## src/rtl/plusarg_watchdog.sv

```systemverilog
// Cycle-count watchdog fed by a plusarg limit value: counts cycles since arm or the last kick,
// flags a warning close to the limit and a sticky timeout at the limit. A limit of 0 disables it.
module plusarg_watchdog #(
   parameter int unsigned WARN_SHIFT = 3
) (
   input  logic        clock,
   input  logic        reset,
   input  logic [31:0] limit,
   input  logic        arm,
   input  logic        kick,
   input  logic        clear,
   output logic [31:0] count,
   output logic        warn,
   output logic        timeout,
   output logic [1:0]  state
);

   typedef enum logic [1:0] {
      StIdle    = 2'd0,
      StRun     = 2'd1,
      StWarn    = 2'd2,
      StExpired = 2'd3
   } state_e;

   state_e      state_q;
   logic [31:0] count_q;
   logic [31:0] limit_q;
   logic [31:0] warn_thr;
   logic [32:0] count_inc;

   // Incremented count carries a 33rd bit so a limit of 0xFFFFFFFF cannot overflow the compare.
   always_comb begin
      warn_thr  = limit_q - (limit_q >> WARN_SHIFT);
      count_inc = {1'b0, count_q} + 33'd1;
   end

   always_ff @(posedge clock) begin
      if (reset) begin
         state_q <= StIdle;
         count_q <= '0;
         limit_q <= '0;
      end else begin
         unique case (state_q)
            StIdle: begin
               count_q <= '0;
               if (arm && (limit != '0)) begin
                  limit_q <= limit;
                  state_q <= StRun;
               end
            end
            StRun, StWarn: begin
               if (clear || !arm) begin
                  state_q <= StIdle;
                  count_q <= '0;
               end else if (kick) begin
                  state_q <= StRun;
                  count_q <= '0;
               end else if (count_inc >= {1'b0, limit_q}) begin
                  // Expiry is tested first so a threshold equal to the limit skips the warning.
                  state_q <= StExpired;
                  count_q <= limit_q;
               end else if (count_inc >= {1'b0, warn_thr}) begin
                  state_q <= StWarn;
                  count_q <= count_inc[31:0];
               end else begin
                  state_q <= StRun;
                  count_q <= count_inc[31:0];
               end
            end
            StExpired: begin
               if (clear) begin
                  state_q <= StIdle;
                  count_q <= '0;
               end
            end
         endcase
      end
   end

   assign count   = count_q;
   assign state   = state_q;
   assign warn    = (state_q == StWarn);
   assign timeout = (state_q == StExpired);

endmodule

```

## config.mk

```make
export PLATFORM = sky130hd
export DESIGN_NAME = plusarg_watchdog
export DESIGN_NICKNAME = d
export VERILOG_FILES = /design/src/rtl/plusarg_watchdog.sv
export SDC_FILE = /design/constraint.sdc
export NUM_CORES = 1
export LEC_CHECK = 0
export CAP_MARGIN = 30
export CORE_MARGIN = 2
export CORE_UTILIZATION = 55
export DETAILED_ROUTE_END_ITERATION = 6
export PLACE_DENSITY = 0.79
export SLEW_MARGIN = 30
export SYNTH_ARGS = -nofsm -noshare
export SYNTH_HDL_FRONTEND = slang
export SYNTH_SLANG_ARGS = --single-unit
```

## constraint.sdc

```tcl
create_clock -name clock -period 4.54 [get_ports clock]
set_clock_uncertainty 0.2 [all_clocks]
set_input_delay 0.908 -clock clock [delete_from_list [all_inputs] [get_ports clock]]
set_output_delay 0.908 -clock clock [all_outputs]
set_load 0.02 [all_outputs]
```

==> results.ini <==
[die]
chipHeight_um=111
core_sq_um=11300
start_util_pct=55.8
die_area_sq_um=12400
die_w_um=111
design.portCount=73
row_count=39

[worst_setup_path]
worst-endpoint-required_ns=4.55
timing.critical_path.from_type=register
critical_path_peak_fanout=26
timing.setup.critical_path_class=reg -> reg
endpoint_kind=register
critPathMaxStageDelay_ns=0.38
critical_path_arrival_ns=4.37
critPathSlowestCell=dfxtp_1
crit_chain=ha_1, and3_1, nand3_1, nor2_2, nand2_1, nor2_1, xor2_1, ha_1, nand4_1, nor4_2, a311oi_1, o21ai_0, nand4b_1, buf_4, buf_6, nor4b_2, a211oi_1
cp_common_cell=ha_1
rr_worst_depth=17

[placed_design]
port_buffers=72
place_hpwl_um=14000
dpl.cell_count=1020
gp_congestion=0.949

[yosys]
synth_seq_area_share_pct=20.9
ys.flop_type=dfxtp_1
synthArstFlopShare_pct=0
synth_warnings=0
distinct_cell_type_count_after_synthesis=61
ys_ff_latch=66
synth-edff-count=0
postSynthAreaPerCell_sq_um=7.78
synthesis.instances=813
post_syn_area_sq_um=6320
synthesis.nets=948

[finish]
synthToLayoutAreaGrowth_pct=21.3
design.final.nets=1027
diodes=0
final_cell_mix=97 x ha_1, 78 x nand2_1, 72 x clkdlybuf4s50_1, 71 x o21ai_0, 66 x nor2_1
mostFrequentLayoutCell=ha_1
final.fill_count=967
drive_above_1_share_pct=7.58
instances_no_fill=1040
fin_util_pct=67.7

[min_path]
hold_path_depth=2
timing.hold.worst.class=reg -> reg

[clocking]
tritoncts_num_sinks=66
insertion_delay_ns=0.35
path_clk_slew_ns=0.05
max-clock-path-buffers=2
tritoncts.num_buffers=9
cts_max_level=3
tritoncts_clock_tree=done
cts_root_buffer=clkbuf_16

[detailed_routing]
postRouteAntennaNets=0
total_wire_length_after_detailed_routing_um=18300
dr_total_vias=6329
post_drt_wl_per_cell_um=17.6
drt_first_iter_violations=403
vias_per_cell=6.09
first_pass_iters=7
drcViolationCount=0

[grt]
grt_usage_pct=29.5
antenna_violations_before_repair=0
grt_first_pass_wirelength_um=29700
via_count_of_the_first_global_routing_pass=6148
grt_remaining_overflow=0
grt_max_degree=36

[power_and_ir_drop]
power.ir.vdd_worst_uv=174
powerDensity_nw_per_um2=272
report.power.total_mw=2.09
power_leakage_nw=3.36

[run_status]
run_status=finished, final reports clean

[timing]
hold_viol_final=0
fmaxAchievable_mhz=230
slew-limit-headroom_pct=59.7
timing.final.crit_share_pct=95.8
final.min_clock_period_ns=4.35
final_setup_viols=0
worst_pin_slew_ns=0.599
report.final.slew_viol_count=0

[flow_run]
drv.max_cap_violation_count=0

[worst max-delay path, delay by kind of cell, from the launching register on]
kind	cells	cell delay, ns
and+or+nand+nor	9	1.92
adders and majority gates	2	0.59
AOI/OAI and AO/OA	3	0.45
DFF	1	0.38
buffers and inverters	2	0.35
xor gates and xnor gates	1	0.31
[Yosys cell counts (all sizes together) (7+ instances only)]
| library cell | count | share of area, % |
|---|---|---|
| a211oi | 8 | 1.2 |
| a21o | 31 | 3.7 |
| a21oi | 61 | 4.8 |
| buf | 10 | 1.0 |
| clkbuf | 14 | 0.83 |
| dfxtp | 66 | 21 |
| ha | 97 | 19 |
| inv | 54 | 3.2 |
| mux2i | 33 | 5.2 |
| nand2 | 79 | 4.7 |
| nand2b | 7 | 0.69 |
| nand3 | 23 | 1.9 |
| nand4 | 18 | 1.8 |
| nor2 | 68 | 4.0 |
| nor2b | 16 | 1.6 |
| nor3 | 17 | 1.4 |
| nor4 | 12 | 1.3 |
| o21ai | 77 | 6.1 |
| o22ai | 8 | 0.79 |
| xnor2 | 37 | 5.1 |
| xor2 | 18 | 2.5 |
[repair_timing]
item | 4_1_cts | 5_1_grt
resized for setup | 0 | 26
hold buffers | 0 | 0
endpoints found under the setup margin | 0 | 20
setup buffers | 0 | 3
[layout make-up]
| cell class | instances | area (sq um) | area share [%] |
|---|---|---|---|
| multi-input cells | 669 | 4790 | 62.4 |
| flip-flops and latches | 66 | 1320 | 17.3 |
| repair buffers | 92 | 891 | 11.6 |
| clock buffers | 14 | 274 | 3.57 |
| inverters | 54 | 203 | 2.64 |
| well taps | 143 | 179 | 2.33 |
| clock inverters | 2 | 10.0 | 0.131 |
[per-stage QoR]
stage                     TNS (ns)  setup slack (ns)  hold WS (ns)  instance area, sq um
after detailed placement         0             0.117         0.284                  7240
after global routing        -0.139           -0.0403         0.340                  7670
after CTS                        0            0.0590         0.299                  7530
after floorplan                  0             0.618         0.263                  6320
final                            0             0.189         0.296                  7670
after global placement           0             0.229         0.267                  7240
[power by group]
part | switching (mW) | total [mW] | internal, mW
Combinational | 0.435 | 0.792 | 0.357
Clock | 0.258 | 0.671 | 0.413
Sequential | 0.0242 | 0.625 | 0.601
Total | 0.717 | 2.09 | 1.37
[logic make-up after synthesis]
family | synth area share, %
AOI/OAI and AO/OA | 21.3
adders and majority gates | 19.5
muxes | 5.22
buffers and inverters | 5.05
and+or+nand+nor | 20.4
xor gates and xnor gates | 7.62
DFF | 20.9
[per-layer routing]
metal  GRT usage (%)  wire length [um]  part of all wire [%]
met1            37.6              7980                    44
met2            48.7              8490                    46
met3            7.00              1330                   7.2
met4            10.7               532                   2.9
met5               0                 0                     0
[sequential cells by signal (all words and copies together), names as in the netlist]
signal and count:
count 32, limit_q 32, state 2
[worst paths after layout]
path               start  slack, ns           to
max             count[1]       0.19     state[0]
min          limit_q[31]       0.30  limit_q[31]
max reg2reg     count[1]       0.19     state[0]
min reg2reg  limit_q[31]       0.30  limit_q[31]
Note: power is estimated with default switching activity, not from simulation.
